## src/rtl/uart_tx_pkg.sv

```systemverilog
// uart_tx_pkg
//   Shared definitions for the UART0 transmitter: state encoding, the
//   oversample constants and the shift-register idle value.
package uart_tx_pkg;

  // Oversample ticks per bit. This is shared with the receiver and is not tunable.
  localparam int         OVS       = 16;
  localparam logic [3:0] OVS_LAST  = 4'(OVS - 1);

  // Shift-register value at reset and when idle. An all-ones value keeps the line high.
  localparam logic [7:0] SHIFT_RST = 8'hff;

  typedef enum logic [2:0] {
    ST_IDLE   = 3'd0,
    ST_START  = 3'd1,
    ST_DATA   = 3'd2,
    ST_PARITY = 3'd3,
    ST_STOP   = 3'd4
  } tx_state_e;

  // acc is the XOR of the data bits. Even parity sends acc as-is so that
  // the total count of ones is even. Odd parity sends ~acc.
  function automatic logic parity_bit(input logic even, input logic acc);
    return even ? acc : ~acc;
  endfunction

endpackage

```

## src/rtl/uart_tx_if.sv

```systemverilog
// uart_tx_if
//   Groups the register-file side and the serial side of the transmitter.
//   master: register file / baud generator (drives strobes and config,
//           observes status). slave: uart_tx.
//   Signals: tx_data_sample (x16 tick), tx_en, no_parity, ev_parity,
//            wr_data_flag, tx_data_in[7:0] -> transmitter;
//            txd, tx_ready, tx_busy, tx_done, state_dbg <- transmitter.
//   Handshake: a byte is transferred on a rising clk edge where
//   wr_data_flag & tx_ready are both 1. wr_data_flag while tx_ready=0 is
//   dropped, and nothing is held or retried.
interface uart_tx_if;
  logic                  tx_data_sample;
  logic                  tx_en;
  logic                  no_parity;
  logic                  ev_parity;
  logic                  wr_data_flag;
  logic [7:0]            tx_data_in;
  logic                  txd;
  logic                  tx_ready;
  logic                  tx_busy;
  logic                  tx_done;
  uart_tx_pkg::tx_state_e state_dbg;

  modport master (
    output tx_data_sample, tx_en, no_parity, ev_parity, wr_data_flag, tx_data_in,
    input  txd, tx_ready, tx_busy, tx_done, state_dbg
  );

  modport slave (
    input  tx_data_sample, tx_en, no_parity, ev_parity, wr_data_flag, tx_data_in,
    output txd, tx_ready, tx_busy, tx_done, state_dbg
  );
endinterface

```

## src/rtl/uart_tx.sv

```systemverilog
// uart_tx
//   UART0 serial transmitter. It sends a start bit, 8 data bits LSB first,
//   an optional parity bit and STOP_BITS stop bits. The bit period is 16
//   x16 ticks. A one-byte holding register sits in front of the shift
//   register, so the next byte can be queued during a frame.
//   Ports: clk, rst (synchronous, active high), bus (uart_tx_if.slave).
//   Parameter: STOP_BITS (1 or 2).
module uart_tx import uart_tx_pkg::*; #(
  parameter int STOP_BITS = 1
) (
  input  logic    clk,
  input  logic    rst,
  uart_tx_if.slave bus
);

  localparam logic STOP_LAST = 1'(STOP_BITS - 1);

  tx_state_e  state_q,      state_d;
  logic       txd_q,        txd_d;
  logic [7:0] hold_q,       hold_d;
  logic       hold_valid_q, hold_valid_d;
  logic [7:0] shift_q,      shift_d;
  logic [3:0] sample_cnt_q, sample_cnt_d;
  logic [2:0] bit_cnt_q,    bit_cnt_d;
  logic       stop_cnt_q,   stop_cnt_d;
  logic       acc_q,        acc_d;
  logic       no_par_q,     no_par_d;
  logic       ev_par_q,     ev_par_d;
  logic       done_q,       done_d;

  logic tx_pos;
  logic bit_end;
  logic wr_accept;
  logic load_frame;

  assign tx_pos    = bus.tx_en & bus.tx_data_sample;
  assign bit_end   = tx_pos & (sample_cnt_q == OVS_LAST);
  assign wr_accept = bus.wr_data_flag & bus.tx_ready;

  assign bus.tx_ready  = bus.tx_en & ~hold_valid_q;
  assign bus.txd       = txd_q;
  assign bus.tx_busy   = (state_q != ST_IDLE);
  assign bus.tx_done   = done_q;
  assign bus.state_dbg = state_q;

  always_comb begin
    state_d      = state_q;
    hold_d       = hold_q;
    hold_valid_d = hold_valid_q;
    shift_d      = shift_q;
    sample_cnt_d = sample_cnt_q;
    bit_cnt_d    = bit_cnt_q;
    stop_cnt_d   = stop_cnt_q;
    acc_d        = acc_q;
    no_par_d     = no_par_q;
    ev_par_d     = ev_par_q;
    done_d       = 1'b0;
    load_frame   = 1'b0;
    txd_d        = 1'b1;

    // The sample counter free-runs within a frame and wraps at the end of each bit.
    if (tx_pos && (state_q != ST_IDLE)) sample_cnt_d = sample_cnt_q + 4'd1;

    case (state_q)
      ST_IDLE: begin
        if (tx_pos && hold_valid_q) load_frame = 1'b1;
      end
      ST_START: begin
        if (bit_end) begin
          state_d   = ST_DATA;
          bit_cnt_d = 3'd0;
        end
      end
      ST_DATA: begin
        if (bit_end) begin
          shift_d   = {1'b1, shift_q[7:1]};
          acc_d     = acc_q ^ shift_q[0];
          bit_cnt_d = bit_cnt_q + 3'd1;
          if (bit_cnt_q == 3'd7) begin
            state_d    = no_par_q ? ST_STOP : ST_PARITY;
            stop_cnt_d = 1'b0;
          end
        end
      end
      ST_PARITY: begin
        if (bit_end) begin
          state_d    = ST_STOP;
          stop_cnt_d = 1'b0;
        end
      end
      ST_STOP: begin
        if (bit_end) begin
          if (stop_cnt_q == STOP_LAST) begin
            done_d = 1'b1;
            // If a byte is already queued, the next start bit follows with no idle tick.
            if (hold_valid_q) load_frame = 1'b1;
            else              state_d    = ST_IDLE;
          end else begin
            stop_cnt_d = stop_cnt_q + 1'b1;
          end
        end
      end
      default: state_d = ST_IDLE;
    endcase

    // The parity mode is frozen here, so a config change mid-frame applies to the next frame.
    if (load_frame) begin
      state_d      = ST_START;
      shift_d      = hold_q;
      hold_valid_d = 1'b0;
      no_par_d     = bus.no_parity;
      ev_par_d     = bus.ev_parity;
      acc_d        = 1'b0;
      sample_cnt_d = 4'd0;
      bit_cnt_d    = 3'd0;
      stop_cnt_d   = 1'b0;
    end

    // A write cannot coincide with load_frame, because tx_ready is low whenever hold_valid is set.
    if (wr_accept) begin
      hold_d       = bus.tx_data_in;
      hold_valid_d = 1'b1;
    end

    // Clearing tx_en aborts the frame at once and drops any queued byte.
    if (!bus.tx_en) begin
      state_d      = ST_IDLE;
      hold_valid_d = 1'b0;
      shift_d      = SHIFT_RST;
      sample_cnt_d = 4'd0;
      bit_cnt_d    = 3'd0;
      stop_cnt_d   = 1'b0;
      acc_d        = 1'b0;
      done_d       = 1'b0;
    end

    // txd is registered from the next state, so the line changes on the same edge as the state.
    case (state_d)
      ST_IDLE:   txd_d = 1'b1;
      ST_START:  txd_d = 1'b0;
      ST_DATA:   txd_d = shift_d[0];
      ST_PARITY: txd_d = parity_bit(ev_par_d, acc_d);
      ST_STOP:   txd_d = 1'b1;
      default:   txd_d = 1'b1;
    endcase
  end

  always_ff @(posedge clk) begin
    if (rst) begin
      state_q      <= ST_IDLE;
      txd_q        <= 1'b1;
      hold_q       <= 8'h00;
      hold_valid_q <= 1'b0;
      shift_q      <= SHIFT_RST;
      sample_cnt_q <= 4'd0;
      bit_cnt_q    <= 3'd0;
      stop_cnt_q   <= 1'b0;
      acc_q        <= 1'b0;
      no_par_q     <= 1'b0;
      ev_par_q     <= 1'b0;
      done_q       <= 1'b0;
    end else begin
      state_q      <= state_d;
      txd_q        <= txd_d;
      hold_q       <= hold_d;
      hold_valid_q <= hold_valid_d;
      shift_q      <= shift_d;
      sample_cnt_q <= sample_cnt_d;
      bit_cnt_q    <= bit_cnt_d;
      stop_cnt_q   <= stop_cnt_d;
      acc_q        <= acc_d;
      no_par_q     <= no_par_d;
      ev_par_q     <= ev_par_d;
      done_q       <= done_d;
    end
  end

endmodule
```

## src/flat_wrapper.sv

```systemverilog
// flat-port wrapper written by rule: the top's interface ports become plain ports
module uart_tx_flat import uart_tx_pkg::*;
#(
  parameter int STOP_BITS = 1
)
  (clk, rst, bus_tx_data_sample, bus_tx_en, bus_no_parity, bus_ev_parity, bus_wr_data_flag, bus_tx_data_in, bus_txd, bus_tx_ready, bus_tx_busy, bus_tx_done, bus_state_dbg);
  uart_tx_if bus_i ();
  input  logic clk;
  input  logic rst;
  input wire logic [$bits(bus_i.tx_data_sample)-1:0] bus_tx_data_sample;
  input wire logic [$bits(bus_i.tx_en)-1:0] bus_tx_en;
  input wire logic [$bits(bus_i.no_parity)-1:0] bus_no_parity;
  input wire logic [$bits(bus_i.ev_parity)-1:0] bus_ev_parity;
  input wire logic [$bits(bus_i.wr_data_flag)-1:0] bus_wr_data_flag;
  input wire logic [$bits(bus_i.tx_data_in)-1:0] bus_tx_data_in;
  output wire logic [$bits(bus_i.txd)-1:0] bus_txd;
  output wire logic [$bits(bus_i.tx_ready)-1:0] bus_tx_ready;
  output wire logic [$bits(bus_i.tx_busy)-1:0] bus_tx_busy;
  output wire logic [$bits(bus_i.tx_done)-1:0] bus_tx_done;
  output wire logic [$bits(bus_i.state_dbg)-1:0] bus_state_dbg;
  assign bus_i.tx_data_sample = bus_tx_data_sample;
  assign bus_i.tx_en = bus_tx_en;
  assign bus_i.no_parity = bus_no_parity;
  assign bus_i.ev_parity = bus_ev_parity;
  assign bus_i.wr_data_flag = bus_wr_data_flag;
  assign bus_i.tx_data_in = bus_tx_data_in;
  assign bus_txd = bus_i.txd;
  assign bus_tx_ready = bus_i.tx_ready;
  assign bus_tx_busy = bus_i.tx_busy;
  assign bus_tx_done = bus_i.tx_done;
  assign bus_state_dbg = bus_i.state_dbg;
  uart_tx #(.STOP_BITS(STOP_BITS)) u_core (.clk(clk), .rst(rst), .bus(bus_i));
endmodule
```

## config.mk

```make
export PLATFORM = sky130hd
export DESIGN_NAME = uart_tx_flat
export DESIGN_NICKNAME = d
export VERILOG_FILES = /design/src/rtl/uart_tx_pkg.sv /design/src/rtl/uart_tx_if.sv /design/src/rtl/uart_tx.sv /design/src/flat_wrapper.sv
export SDC_FILE = /design/constraint.sdc
export NUM_CORES = 1
export LEC_CHECK = 0
export CORE_ASPECT_RATIO = 1.4
export CORE_MARGIN = 1
export CORE_UTILIZATION = 52
export CTS_CLUSTER_DIAMETER = 80
export DETAILED_ROUTE_END_ITERATION = 16
export GPL_TIMING_DRIVEN = 0
export PLACE_DENSITY = 0.81
export SLEW_MARGIN = 20
export SYNTH_ARGS = -nofsm -noshare
export SYNTH_HDL_FRONTEND = slang
export SYNTH_SLANG_ARGS = --single-unit
```

## constraint.sdc

```tcl
create_clock -name clk -period 2.4 [get_ports clk]
set_input_delay 0.6 -clock clk [delete_from_list [all_inputs] [get_ports clk]]
set_output_delay 0.6 -clock clk [all_outputs]
set_load 0.01 [all_outputs]
```

==> results of run 1 <==
-- sequential cells by signal (all words and copies together), names as in the netlist --
name	count
u_core.bit_cnt_q	3
u_core.no_par_q	1
u_core.bus.tx_done	1
u_core.hold_valid_q	1
u_core.acc_q	1
u_core.shift_q	8
u_core.hold_q	8
u_core.bus.state_dbg	3
u_core.bus.txd	1
u_core.sample_cnt_q	4
u_core.ev_par_q	1
-- final timing paths --
path | from | endpoint | slack [ps] | cells after the start
max | u_core.bus.state_dbg[2] | bus_tx_busy | 70 | 3
min | u_core.hold_q[2] | u_core.hold_q[2] | 460 | 2
max reg2reg | u_core.sample_cnt_q[0] | u_core.bus.txd | 340 | 7
min reg2reg | u_core.hold_q[2] | u_core.hold_q[2] | 460 | 2
-- routing by layer --
layer | wire length (um) | GRT usage | part of all wire | vias up
li1 | - | - | - | 628
met1 | 1110 | 0.231 | 0.40 | 577
met2 | 1510 | 0.391 | 0.54 | 29
met3 | 114 | 0.0774 | 0.041 | 8
met4 | 64 | 0.0956 | 0.023 | 0
met5 | 0 | 0 | 0 | -
-- what timing repair did --
item                       CTS  global route
hold buffers                 0             0
setup endpoints to repair    1             1
setup buffers                1             0
pin swaps                    1             0
resized for setup            3             1
-- critical path, delay by kind of cell, from the launching register on --
kind | cells | cell delay [ps]
buffers and inverters | 2 | 670
flip-flops | 1 | 330
AND/OR/NAND/NOR | 1 | 390
-- through the flow --
stage | worst slack [ps] | cell area [um2] | hold WS, ps | setup TNS [ps]
floorplan | 478 | 1410 | 431 | 0
global placement | -449 | 1660 | 446 | -777
detailed placement | -487 | 1660 | 447 | -878
CTS | 60.0 | 1750 | 460 | 0
global route | 8.42 | 1750 | 479 | 0
finish | 68.7 | 1750 | 462 | 0
-- logic make-up after synthesis --
family                     Yosys count
xor gates and xnor gates             5
buffers and inverters               10
and+or+nand+nor                     86
AOI/OAI and AO/OA                   24
muxes                                4
adders and majority gates            3
DFF                                 32
-- area by class of cell --
class	count	area, um2	share of cell area
clock inverter	2	35.0	0.0200
sequential	32	641	0.366
tap	36	45.0	0.0257
multi-input combinational	122	734	0.419
buffer	7	37.5	0.0214
clock buffer	6	41.3	0.0236
timing repair buffer	21	206	0.118
inverter	3	11.3	0.00643
-- Yosys cell counts, types with 2 or more instances --
| library cell | count |
|---|---|
| nand3_1 | 9 |
| nor4bb_1 | 2 |
| clkbuf_1 | 2 |
| nor2_1 | 15 |
| or3_1 | 2 |
| or2_1 | 2 |
| buf_2 | 3 |
| nor4_1 | 2 |
| nand2_1 | 32 |
| nor3_1 | 2 |
| nand2b_1 | 5 |
| mux2i_1 | 4 |
| nand4_1 | 7 |
| xor2_1 | 2 |
| inv_1 | 3 |
| dfxtp_1 | 32 |
| nor2b_1 | 5 |
| a21oi_1 | 13 |
| a22oi_1 | 2 |
| a311o_1 | 2 |
| ha_1 | 3 |
| xnor2_1 | 3 |
-- power breakdown --
| part | leakage (nW) | total [mW] | switching, mW | internal (mW) |
|---|---|---|---|---|
| clock network | 0.0422 | 0.395 | 0.177 | 0.218 |
| registers | 0.259 | 0.547 | 0.00643 | 0.540 |
| logic | 0.324 | 0.0741 | 0.0366 | 0.0375 |
-- layout by cell type, fill, tap and decap left out, types with 2 or more instances in the layout --
| cell | n |
|---|---|
| nand2_1 | 32 |
| dfxtp_1 | 32 |
| clkdlybuf4s50_1 | 19 |
| nor2_1 | 14 |
| a21oi_1 | 13 |
| nand3_1 | 9 |
| nand4_1 | 7 |
| nand2b_1 | 5 |
| nor2b_1 | 5 |
| clkbuf_4 | 5 |
| mux2i_1 | 4 |
| buf_2 | 3 |
| inv_1 | 3 |
| clkbuf_1 | 3 |
| xnor2_1 | 3 |
| ha_1 | 3 |
| or3_1 | 2 |
| or2_1 | 2 |
| nor3_1 | 2 |
| nor4bb_1 | 2 |
| a311o_1 | 2 |
| a22oi_1 | 2 |
| xor2_1 | 2 |
==> results.md, run 1 <==
* Die height at 63.6 um
* Synth unique cells at 34
* Yosys warns at 0
* CTS Buffer Depth at 2
* GRT Total Usage at 0.225
* Cells after DPL at 220
* Port buffer count at 20
* Routed WL at 2790 um
* RSZ-0062 raised after global routing: no
* Adder-cell area share of the yosys netlist at 0.0266
* Final period util at 0.971
* Die area at 2930 um2
* Post-Layout Cell Count at 229
* # diodes at 0
* Syn Std Cell Area at 1410 um2
* Area of the core at 2590 um2
* Vias in the first global route at approximately 1200
* Compound-Gate Fraction of Synth Area at 0.125
* Routed WL per cell at between 10 and 15 um
* Crit path time final at 2330 ps
* H-tree depth reported by CTS at 2
* Row count at 22
* Total CTS buffers at 5
* CTS root buffer: clkbuf_4
* CP Data Required Time at ~1800 ps
* Mux contribution to synthesized area at 0.0284
* Fmax at approximately 0.43 GHz
* Drt pass-1 iters at 4
* Global placer's final weighted congestion at 0.872
* Residual DRC at 0
* TritonCTS Sinks at 32
* Final #Nets at 210
* Syn Area/Cell at between 8 and 9 um2
* Worst setup EP type: primary output
* Critical Path AT at 1730 ps
* Die width at 46.0 um
* Status: complete, no violations
* Vias/cell at 5.42
* Initial DRC Count at 38
* Net Count, Synth at 182
* Peak per-stage delay on the critical path at roughly 480 ps
* Fin util at 0.677
* Peak supply drop at approximately 0.4 mV
* Worst Clk Skew at around 8.2 ps
* Setup Viol. Count Final at 0
* Fin. Hold Viols at 0
* Seq/Total Area, Yosys at 0.454
* Starting density of the core at 0.545
* Share of the synthesized area in the top cell type at 0.454
* Cell count after synthesis at 164
* Main synth FF type: dfxtp_1
* Leak at 0.626 nW
* # fillers at ~240
* Slowest cell on crit path: clkdlybuf4s50_1
* Relative slew margins at 0.647
* Ports at 22
* Crit Path Class: reg2out
* Critical-path cell list: buf_2 -> or3_1 -> clkdlybuf4s50_1
* Critical Path Source Type: flip-flop
* Slew @ Worst Pin at 527 ps
* Number of enable flip-flop cells after synthesis at 0
* Yosys reg bits at 32
* Clock Latency Late Sink at 330 ps
* MaxCap Viol Count at 0
* Tot Pwr at about 1 mW
* Largest family of logic cells by synthesized area: simple AND/OR/NAND/NOR gates
* CTS tree: built
* HP Class: reg2reg
* Initial antenna violation count at 0
* Cell taking the most area after synthesis: dfxtp_1
* Critical Path Fanout Max at 10
* First-pass GRT wire length at ~4800 um
* Clock transition at path regs at 90 ps
* Fin. max-slew vios at 0
* Xor and xnor fraction of the mapped netlist area at 0.0311
* Dpl hpwl at 2130 um
* Grt total ovfl at 0
* Total number of vias at between 1000 and 1500
* Post-route ant nets at 0
* Fraction of layout cells with a size suffix above 1 at 0.0881
* Largest net degree at the start of global routing at 11
* Synth Area in Simple Gates at 0.300
* Layout area overhead at 24.2%
* Synth top area cells: dfxtp_1, nand2_1, a21oi_1
* PD cells at 580 nW/um2
* Asr flop ratio synth at 0
No activity file was read; power rests on OpenSTA's default activity.
==> run 2, diff against run 1 <==
- CORE_ASPECT_RATIO: 1.4 -> not set
==> run 2 against run 1 <==
Net effect:
- combinational power rose by 1%
- count of clock-buffer cells in the layout is 1 lower
- via count grew 1.0%
- non-clock buffer count unchanged
- power grew 1.7%
- setup slack improved by 67 ps
- core utilization increased by 1.7 points
- first-iteration DRC count fell by 18%
- sequential power about the same
- maximum frequency rose by 3.0%
- critical path depth increased by 3
==> results.md, run 2 (synthesized netlist as in run 1, its figures left out) <==
* Die area at approximately 3000 um2
* CP Data Required Time at 2640 ps
* Initial DRC Count at 31
* RSZ-0062 raised after global routing: no
* Layout area overhead at 24.1%
* Post-route cell area at 1750 um2
* # fillers at 218
* Largest net degree at the start of global routing at 12
* Critical Path Source Type: primary input
* Worst flop-to-flop path endpoint: u_core.bus.txd
* First-pass GRT wire length at 4860 um
* Crit Path Class: in2reg
* Clock transition at path regs at 110 ps
* Status: complete, no violations
* Slew @ Worst Pin at around 500 ps
* Post-route ant nets at 0
* Fraction of layout cells with a size suffix above 1 at 0.0933
* Relative slew margins at 0.659
* Register area at 641 um2
* CTS root buffer: clkbuf_4
* Starting density of the core at 0.559
* H-tree depth reported by CTS at 2
* Total number of vias at between 1000 and 1500
* CTS Buffer Depth at 2
* FF-to-FF path depth at 5
* Routed WL per cell at 13.7 um
* Setup TNS at 0 ps
* Area of the multi-input gates at 734 um2
* Critical Path Sink: u_core.bus.txd
* Final WS setup at roughly 140 ps
* TritonCTS Sinks at 32
* Critical Path Fanout Max at 7
* Dpl hpwl at around 2200 um
* Drt pass-1 iters at 5
* Vias/cell at 5.63
* Residual DRC at 0
* Global placer's final weighted congestion at ~0.85
* Most frequent cells in the layout: nand2_1, dfxtp_1, clkdlybuf4s50_1
* Vias in the first global route at approximately 1100
* Setup Viol. Count Final at 0
* Row count at 18
* Flop2flop setup slack at 250 ps
* Critical Path AT at 2500 ps
* Die width at 54.1 um
* HP Class: reg2reg
* Fin. Hold Viols at 0
* Leak at 0.643 nW
* GRT Total Usage at 0.246
* MaxCap Viol Count at 0
* # diodes at 0
* Routed WL at 3050 um
* Initial antenna violation count at 0
* Final hold slack at 467 ps
* Peak supply drop at 0.707 mV
* Post-place instance area at 1650 um2
* Final period util at 0.943
* Pre-CTS WS at -449 ps
* Fin. max-slew vios at 0
* Worst setup EP type: flip-flop
* Clock Latency Late Sink at 350 ps
* Ports at 22
* Critical path startpoint: bus_tx_en
* Port buffer count at 20
* Die height at 54.1 um
* PD cells at 590 nW/um2
* Area of the core at 2520 um2
* Total CTS buffers at 5
* Hold Buf Count CTS at 0
* CTS tree: built
* Crit path time final at 2260 ps
* Final #Nets at between 200 and 250
* Grt total ovfl at 0
* Worst Clk Skew at ~13 ps
* Biggest regs: u_core.hold_q x8, u_core.shift_q x8, u_core.sample_cnt_q x4
* Fmax at around 0.44 GHz
* Worst r2r src: u_core.hold_valid_q
==> run 2: cell types whose count changed in the layout (fill, tap and decap cells not counted), sizes merged <==
cell / delta
clkbuf: -1
clkdlybuf4s50: -1
clkinvlp: +1
dlymetal6s2s: +1
==> run 2: layout make-up <==
class | instances | area share
Multi-Input combinational cell | 122 | 0.420
Sequential cell | 32 | 0.366
Timing Repair Buffer | 21 | 0.119
Clock inverter | 3 | 0.0243
Clock buffer | 5 | 0.0214
Buffer | 7 | 0.0214
Tap cell | 30 | 0.0214
Inverter | 3 | 0.00643
==> run 2: layer usage <==
metal,GRT usage,up-vias,share of wire
met1,0.289,581,0.43
met3,0.102,10,0.053
li1,-,629,-
met5,0,-,0
met2,0.405,35,0.49
met4,0.0769,0,0.020
==> run 2: worst min path at each step <==
stage / start / endpoint / slack (ps) / cells after the start
final: u_core.hold_q[3] / u_core.hold_q[3] / 470 / 2
after global routing: u_core.hold_q[7] / u_core.hold_q[7] / 490 / 2
after CTS: u_core.hold_q[3] / u_core.hold_q[3] / 460 / 2
after detailed placement: u_core.hold_q[3] / u_core.hold_q[3] / 450 / 2
after global placement: u_core.hold_q[0] / u_core.hold_q[0] / 450 / 2
after floorplan: u_core.hold_q[2] / u_core.hold_q[2] / 430 / 2
==> run 2: power by group <==
part / internal [mW] / leakage, nW / switching (mW) / total, mW
Sequential: 0.541 / 0.259 / 0.00705 / 0.548
Combinational: 0.0374 / 0.342 / 0.0378 / 0.0752
Clock: 0.217 / 0.0412 / 0.193 / 0.410
Total: 0.795 / 0.643 / 0.238 / 1.03
==> run 2: per-stage QoR <==
step | instances | total power [mW] | util
global route | 223 | 1.08 | 0.694
CTS | 223 | 1.03 | 0.690
finish | 223 | 1.03 | 0.694
detailed placement | 214 | 0.631 | 0.653
floorplan | 164 | 0.594 | -
global placement | 214 | 0.628 | 0.653
==> run 2: worst max-delay path, cell delays in order <==
cell             delay [ps]
clkdlybuf4s50_1         490
nand2_1                 200
a211oi_2                380
mux2i_1                 350
xnor2_1                 120
a311o_1                 350
==> run 2: timing repair <==
item,CTS,global route
setup buffers,1,0
pin swaps,1,0
resized for setup,3,2
setup endpoints to repair,1,2
gates cloned,0,0
